<file path="src/rtl/imem_loader_pkg.sv">
// rtl/imem_loader_pkg.sv - shared states and constants for the imem loader
package imem_loader_pkg;

    typedef enum logic [2:0] {
        IDLE    = 3'd0,
        HDR_LO  = 3'd1,
        HDR_HI  = 3'd2,
        PAYLOAD = 3'd3,
        CHECK   = 3'd4,
        DONE    = 3'd5,
        ERROR   = 3'd6
    } state_t;

    localparam int HDR_BYTES      = 2;
    localparam int BYTES_PER_WORD = 4;

    localparam logic [7:0] CSUM_SEED = 8'h00;

endpackage

</file>
<file path="src/rtl/loader_word_packer.sv">
// rtl/loader_word_packer.sv - little-endian byte-to-word packer
module loader_word_packer
    import imem_loader_pkg::*;
(
    input  logic        clk,
    input  logic        reset,
    input  logic [7:0]  data_byte,
    input  logic        shift,
    input  logic        clear,
    output logic [31:0] word,
    output logic        word_complete
);

    localparam logic [1:0] LAST_IDX = 2'(BYTES_PER_WORD - 1);

    logic [1:0]  idx;
    logic [23:0] sreg;

    // The completing byte is presented combinationally so the top can
    // register the whole word on the same edge as the 4th handshake.
    assign word          = {data_byte, sreg};
    assign word_complete = shift && (idx == LAST_IDX);

    always_ff @(posedge clk or posedge reset) begin
        if (reset) begin
            idx  <= 2'd0;
            sreg <= 24'd0;
        end else if (clear) begin
            idx  <= 2'd0;
            sreg <= 24'd0;
        end else if (shift) begin
            idx  <= idx + 2'd1;
            sreg <= {data_byte, sreg[23:8]};
        end
    end

endmodule

</file>
<file path="src/rtl/imem_loader.sv">
// rtl/imem_loader.sv - framed byte-stream loader for instruction memory
module imem_loader
    import imem_loader_pkg::*;
#(
    parameter int ADDR_W = 8,
    parameter int CNT_W  = 16
) (
    input  logic              clk,
    input  logic              reset,
    input  logic              i_start,
    input  logic              i_byte_valid,
    input  logic [7:0]        i_byte,
    output logic              o_byte_ready,
    output logic              o_imem_we,
    output logic [ADDR_W-1:0] o_imem_addr,
    output logic [31:0]       o_imem_wdata,
    output logic              o_core_reset,
    output logic              o_busy,
    output logic              o_done,
    output logic              o_error,
    output logic [ADDR_W:0]   o_words_loaded
);

    localparam logic [CNT_W:0] MAX_WORDS = {{CNT_W{1'b0}}, 1'b1} << ADDR_W;

    state_t            state, state_nxt;
    logic [CNT_W-1:0]  count;
    logic [CNT_W-1:0]  hdr_count;
    logic [7:0]        csum;
    logic              xfer;
    logic              start_ok;
    logic              shift;
    logic              last_word;
    logic              enter_done;
    logic              enter_error;
    logic [31:0]       pk_word;
    logic              pk_done;

    assign xfer      = i_byte_valid && o_byte_ready;
    assign start_ok  = i_start && (state == IDLE || state == DONE || state == ERROR);
    assign shift     = xfer && (state == PAYLOAD);
    assign hdr_count = CNT_W'({i_byte, count[7:0]});
    assign last_word = (CNT_W'(o_words_loaded) + CNT_W'(1)) == count;

    loader_word_packer u_packer (
        .clk           (clk),
        .reset         (reset),
        .data_byte     (i_byte),
        .shift         (shift),
        .clear         (start_ok),
        .word          (pk_word),
        .word_complete (pk_done)
    );

    always_comb begin
        state_nxt = state;
        case (state)
            IDLE, DONE, ERROR: if (i_start) state_nxt = HDR_LO;
            HDR_LO:            if (xfer) state_nxt = HDR_HI;
            HDR_HI: begin
                if (xfer) begin
                    if ({1'b0, hdr_count} > MAX_WORDS) state_nxt = ERROR;
                    else if (hdr_count == '0)          state_nxt = CHECK;
                    else                               state_nxt = PAYLOAD;
                end
            end
            PAYLOAD:           if (pk_done && last_word) state_nxt = CHECK;
            CHECK:             if (xfer) state_nxt = (i_byte == csum) ? DONE : ERROR;
            default:           state_nxt = IDLE;
        endcase
    end

    assign enter_done  = (state == CHECK) && (state_nxt == DONE);
    assign enter_error = (state == HDR_HI || state == CHECK) && (state_nxt == ERROR);

    always_ff @(posedge clk or posedge reset) begin
        if (reset) begin
            state          <= IDLE;
            o_byte_ready   <= 1'b0;
            o_imem_we      <= 1'b0;
            o_imem_addr    <= '0;
            o_imem_wdata   <= 32'd0;
            o_core_reset   <= 1'b1;
            o_busy         <= 1'b0;
            o_done         <= 1'b0;
            o_error        <= 1'b0;
            o_words_loaded <= '0;
            count          <= '0;
            csum           <= CSUM_SEED;
        end else begin
            state        <= state_nxt;
            o_byte_ready <= (state_nxt == HDR_LO) || (state_nxt == HDR_HI) ||
                            (state_nxt == PAYLOAD) || (state_nxt == CHECK);
            o_imem_we    <= 1'b0;

            if (start_ok) begin
                o_core_reset   <= 1'b1;
                o_busy         <= 1'b1;
                o_done         <= 1'b0;
                o_error        <= 1'b0;
                o_words_loaded <= '0;
                csum           <= CSUM_SEED;
            end

            if (state == HDR_LO && xfer) count[7:0] <= i_byte;
            if (state == HDR_HI && xfer) count      <= hdr_count;
            if (shift)                   csum       <= csum ^ i_byte;

            if (pk_done) begin
                o_imem_we      <= 1'b1;
                o_imem_addr    <= o_words_loaded[ADDR_W-1:0];
                o_imem_wdata   <= pk_word;
                o_words_loaded <= o_words_loaded + 1'b1;
            end

            // The checksum byte can only be accepted after the last word
            // completed, so done is always registered after its write.
            if (enter_done) begin
                o_done       <= 1'b1;
                o_busy       <= 1'b0;
                o_core_reset <= 1'b0;
            end
            if (enter_error) begin
                o_error <= 1'b1;
                o_busy  <= 1'b0;
            end
        end
    end

endmodule
</file>
<file path="config.mk">
export PLATFORM = sky130hd
export DESIGN_NAME = imem_loader
export DESIGN_NICKNAME = d
export VERILOG_FILES = /design/src/rtl/imem_loader_pkg.sv /design/src/rtl/loader_word_packer.sv /design/src/rtl/imem_loader.sv
export SDC_FILE = /design/constraint.sdc
export NUM_CORES = 1
export LEC_CHECK = 0
export ABC_CLOCK_PERIOD_IN_PS = 4400
export CAP_MARGIN = 0
export CORE_MARGIN = 2
export CORE_UTILIZATION = 42
export CTS_BUF_LIST = sky130_fd_sc_hd__clkbuf_4
export DETAILED_ROUTE_END_ITERATION = 10
export DONT_BUFFER_PORTS = 1
export SKIP_CTS_REPAIR_TIMING = 1
export SYNTH_ARGS = -nofsm -noshare
export SYNTH_HDL_FRONTEND = slang
export SYNTH_SLANG_ARGS = --single-unit
</file>
<file path="constraint.sdc">
create_clock -name clk -period 4.4 [get_ports clk]
set_input_delay 0.66 -clock clk [delete_from_list [all_inputs] [get_ports clk]]
set_output_delay 0.66 -clock clk [all_outputs]
set_load 0.005 [all_outputs]
</file>
; Yosys cells after proc, flatten, opt, wreduce, memory -nomap -nowiden
; Cells that the tools add are included.
[totals]
reg_bits = 108
output_inout_bits = 55
[op_classes]
add_sub_neg = 3
order_cmp = 1
eq_ne = 15
mux = 24
n_bitwise = 2
n_reduce_logical = 24
[op_table]
columns = op, n
row1 = 24-bit 2-to-1 mux, 2
row2 = 3-bit 2-to-1 mux, 7
row3 = "3-bit equality test, second input constant", 6
row4 = 9-bit 2-to-1 mux, 2
row5 = 10-bit by 16-bit equality test with 1-bit output, 1
row6 = "16-bit by 9-bit > comparator with 1-bit output, second input constant", 1
row7 = 16-bit logical NOT, 1
row8 = 8-bit 2-to-1 mux, 2
row9 = 3-bit one-hot mux with 5 select lines, 1
row10 = "3-bit by 2-bit equality test with 1-bit output, second input constant", 4
row11 = "9-bit by 1-bit adder with 10-bit output, second input constant", 1
row12 = "9-bit by 1-bit adder with 9-bit output, second input constant", 1
row13 = 1-bit logical AND, 9
row14 = 8-bit equality test, 1
row15 = 2-bit nonzero test, 4
row16 = 8-bit bitwise XOR, 1
row17 = 1-bit 2-to-1 mux, 7
row18 = "3-bit by 1-bit equality test with 1-bit output, second input constant", 2
row19 = 1-bit logical OR, 6
row20 = 2-bit 2-to-1 mux, 3
row21 = 3-bit logical NOT, 1
row22 = 3-bit nonzero test, 1
row23 = 3-bit OR reduction, 1
row24 = "2-bit by 1-bit adder with 2-bit output, second input constant", 1
row25 = 3 further kinds, 3

; Depth between registers and ports, before layout
[logic_depth]
ltp_word = 10
depth_mapped = 8

; By module
; Synthesis repeated with hierarchy kept, for this count alone.
[hier_totals]
cells_unflattened = 419
hier_area_um2 = 5024.8
[by_module_without_submodules]
columns = module, instances, cells_per_inst, area_each_um2
row1 = imem_loader, 1, 324, 3866.2
row2 = loader_word_packer, 1, 95, 1158.6

; Worst setup path before layout
; Ideal clock, no wire load.
[synth_path]
kind = input to register
startpoint = input i_byte[4]
endpoint = register o_error
setup_time_ps = 122
t_arrival_ps = 1973
setup_slack_ps = 2305
path_stages = 6
path_buffers = 0
cell_sequence = nor4_1 -> nand2_1 -> or3b_1 -> a22o_1 -> o21bai_4 -> a32o_1
[synth_via]
elab_chain_len = 8
[synth_rtl]
columns = item, line_no
row1 = start: declaration, imem_loader.sv:12  ; input logic [7:0] i_byte,
row2 = "parallel branches: the longest is 2 deep, another holds 16-bit by 9-bit > comparator with 1-bit output", n/a
row3 = 3-bit 2-to-1 mux (*), imem_loader.sv:62  ; if ({1'b0, hdr_count} > MAX_WORDS) state_nxt = ERROR;
row4 = 3-bit 2-to-1 mux (*), imem_loader.sv:61  ; if (xfer) begin
row5 = 3-bit one-hot mux with 5 select lines (*), imem_loader.sv:57  ; case (state)
row6 = named net state_nxt[2], imem_loader.sv:26  ; state_t state, state_nxt;
row7 = 3-bit equality test (*), imem_loader.sv:74  ; assign enter_error = (state == HDR_HI || state == CHECK) && (state_nxt == ERROR);
row8 = 1-bit logical AND (*), imem_loader.sv:74
row9 = 1-bit 2-to-1 mux / 2-bit nonzero test (equally long branches), n/a
row10 = end signal: assignment, imem_loader.sv:86  ; o_error <= 1'b0;
row11 = end signal: assignment, imem_loader.sv:100  ; o_error <= 1'b0;
row12 = end signal: assignment, imem_loader.sv:124  ; o_error <= 1'b1;
row13 = end: declaration, imem_loader.sv:20  ; output logic o_error,
; Mark *: on every way through the listed nets, which the timed path passes.
; A chain may end at the register's enable or synchronous reset.

; Worst setup path in the final report
[layout_path]
startpoint = register state[2]
endpoint = register csum[3]
[layout_via]
elab_chain_len = 5
[layout_rtl]
columns = item, line_no
row1 = start: declaration, imem_loader.sv:26
row2 = start signal: assignment, imem_loader.sv:91  ; state <= state_nxt;
row3 = 3-bit equality test / 3-bit logical NOT (equally long branches), imem_loader.sv:40  ; assign start_ok = i_start && (state == IDLE || state == DONE || state == ERROR);
row4 = 1-bit logical OR (2 in series), imem_loader.sv:40
row5 = 1-bit logical AND, imem_loader.sv:40
row6 = 2-bit nonzero test (no source line), n/a
row7 = end signal: assignment, imem_loader.sv:107  ; if (shift) csum <= csum ^ i_byte;
row8 = end: declaration, imem_loader.sv:29  ; logic [7:0] csum;
; Parallel ways exist; a longest one is shown, timed or not.

==> results.cfg <==
[outcome]
outcome = finished clean

[place]
gp_congestion = 0.8721
place_ws_ns = 1.806
post_dp_cell_area_um2 = 4987
port_buffers = 0
dp_hpwl_mm = 7.268

[synthesis]
synth_edf_count = 0
netlist_area_um2 = 4886
synthTopCellsByArea = dfrtp_1 (55%), nand2_1 (14%), mux2_2 (3.9%)
synth_commonest_cells = nand2_1 (184), dfrtp_1 (107), o21ai_0 (32), a21oi_1 (28), nor2_1 (24)
ys.flop_type = dfrtp_1
ys_ff_latch = 108
synth_cell_types = 52
yosysMostFrequentCell = nand2_1
synth_cells = 520
synth_area_leader_cell = dfrtp_1
ys_async_sr_fraction_pct = 100.0
yosysTopAreaCellShare_pct = 54.80
syn_nets = 534
synth_area_per_cell_um2 = 9.396
yosysSeqAreaShare_pct = 55.34
ys_warn_count = 0

[detailed_routing]
route.detailed.drc = 0
detail_route.first_pass.iterations = 4
post_drt_wl_per_cell_um = 16.32
ant_nets = 0
viasPerCell = 5.350
drt_iter0_drc = 207
totalWireLength_mm = 10.74
vias = 3520

[worst_setup_path]
critical_path.max_stage_delay_ns = 0.58
cpMostUsedCell = o21ai_0
critical_path_buf_inv_count = 1
cpLargestDelayFamily = compound AO/OA/AOI/OAI gates
worstPathArrival_ns = 2.95
timing.rr.start = state[2]
crit_fanout = 19
start_kind = flop
required_ns = 4.77
critical_path.cell_chain = nor2b_1 -> or3_1 -> a21oi_2 -> buf_4 -> nor2_1 -> o21ai_0 -> o21ai_0
startpoint = state[2]
crit_path_end_kind = flop
critPathKind = flop to flop
cp_slowest_cell = a21oi_2

[pwr]
p_leak_nw = 2.358
finalPower_mw = 2.735
ir_drop_v = 0.0002740
powerDensity_nw_per_um2 = 535.1

[layout]
fin_nets = 524
nFillCells = 1101
stdcell_area_um2 = 5112
diodes = 0
area_growth_pct = 4.635
fin_util_pct = 44.97
drive_above_1_share_pct = 9.903

[timing]
slew_headroom_pct = 31.36
final_hold_viol_count = 0
setup_viol = 0
final.setup.worst_slack_ns = 1.820
rsz0062_at_grt = false
slew_viol_final = 0
tightest_slew_ns = 1.030
skew_ns = 0.02097
setup-tns-final_ns = 0
clock.fmax_mhz = 387.6
fin_crit_ns = 2.580
finalCritPeriodShare_pct = 58.64

[global_route]
grt_pass1_vias = 3540
grt_antenna_before_repair = 0
grtUsageTotal_pct = 18.29
grt_pass1_wl_mm = 18.33
grt_max_degree = 84
gr-total-overflow = 0

[cts]
cts_root_buffer = clkbuf_4
worstSkewPairLatency_ns = 0.48
cts.sinks = 108
clkSlewWorstSetupHoldPaths_ns = 0.17
cts_buffers = 9
h-tree-depth = 3
clockBufferDepth = 2
tritoncts = done

[run]
drv_cap = 0

[floorplanning]
chipHeight_um = 111.9
die_w_um = 111.9
dieArea_um2 = 12510
coreArea_um2 = 11370
num_rows = 39
num_io_pins = 67
initial_core_util_pct = 42.97

[hold_path]
hold_class = input port to async pin
==> cell type report <==
cell class,instances,area [µm²],share of cell area [%]
clock buffer,9,67.56,1.322
inverter,8,32.53,0.6363
multi-input combinational,378,2034,39.79
clock inverter,7,57.56,1.126
tap,143,178.9,3.500
sequential,108,2704,52.89
timing repair buffer,5,37.54,0.7342
==> state kept, by name (all words and copies together), names as in the netlist, 2 cells and up <==
name / count
o_imem_wdata: 32
state: 3
csum: 8
o_imem_addr: 8
count: 16
u_packer.sreg: 24
o_words_loaded: 9
u_packer.idx: 2
==> worst register-to-register path: stages, from the launching register on <==
cell and delay (ns):
dfrtp_1 0.52, nor2b_1 0.21, or3_1 0.37, a21oi_2 0.58, buf_4 0.36, nor2_1 0.15
o21ai_0 0.17, o21ai_0 0.12
==> logic make-up after synthesis <==
kind of cell | share of synthesized area (%)
AND/OR/NAND/NOR | 22.61
AO/OA/AOI/OAI | 10.32
adder cells (fa/ha/maj) | 0.5121
buffers and inverters | 3.150
flip-flops | 55.34
XOR/XNOR | 3.944
multiplexers | 4.123
==> routing by layer <==
layer / track usage (%) / share of wire (%)
met3: 4.137 / 5.2
met5: 0 / 0
met4: 8.066 / 2.4
met1: 25.58 / 49
met2: 27.35 / 44
==> power breakdown <==
group / internal [mW] / leakage [nW] / switching (mW) / total [mW]
clock network: 0.125 / 0.0701 / 0.351 / 0.476
registers: 1.28 / 1.44 / 0.284 / 1.56
logic: 0.330 / 0.848 / 0.369 / 0.700
==> final timing paths <==
| check | to | slack (ns) | cells past startpoint |
|---|---|---|---|
| setup / recovery | csum[3] | 1.82 | 7 |
| hold / removal | o_imem_wdata[8] | 0.25 | 1 |
| setup reg to reg | csum[3] | 1.82 | 7 |
| hold reg to reg | o_imem_wdata[6] | 0.50 | 2 |
| max in group asynchronous | state[2] | 3.24 | 2 |
| min in group clk | o_imem_wdata[29] | 0.27 | 2 |
==> per-stage QoR <==
step	instances	hold WS (ns)
2_1_floorplan	520	0.4386
3_3_place_gp	642	0.4617
3_5_place_dp	642	0.4719
4_1_cts	658	0.2228
5_1_grt	658	0.2413
6_report	658	0.2451
==> layout by cell type (no fill, tap or decap), types with 5 or more instances in the layout <==
cell type / instances
xnor2_1: 16
nor2_1: 24
nand3_1: 9
xor2_1: 6
inv_1: 5
o21ai_0: 32
dfrtp_1: 107
a21oi_1: 27
nand2_1: 183
nand4_1: 5
buf_4: 5
nor4_1: 5
mux2_2: 17
clkbuf_4: 9
Power figures use the tool's default switching activity.
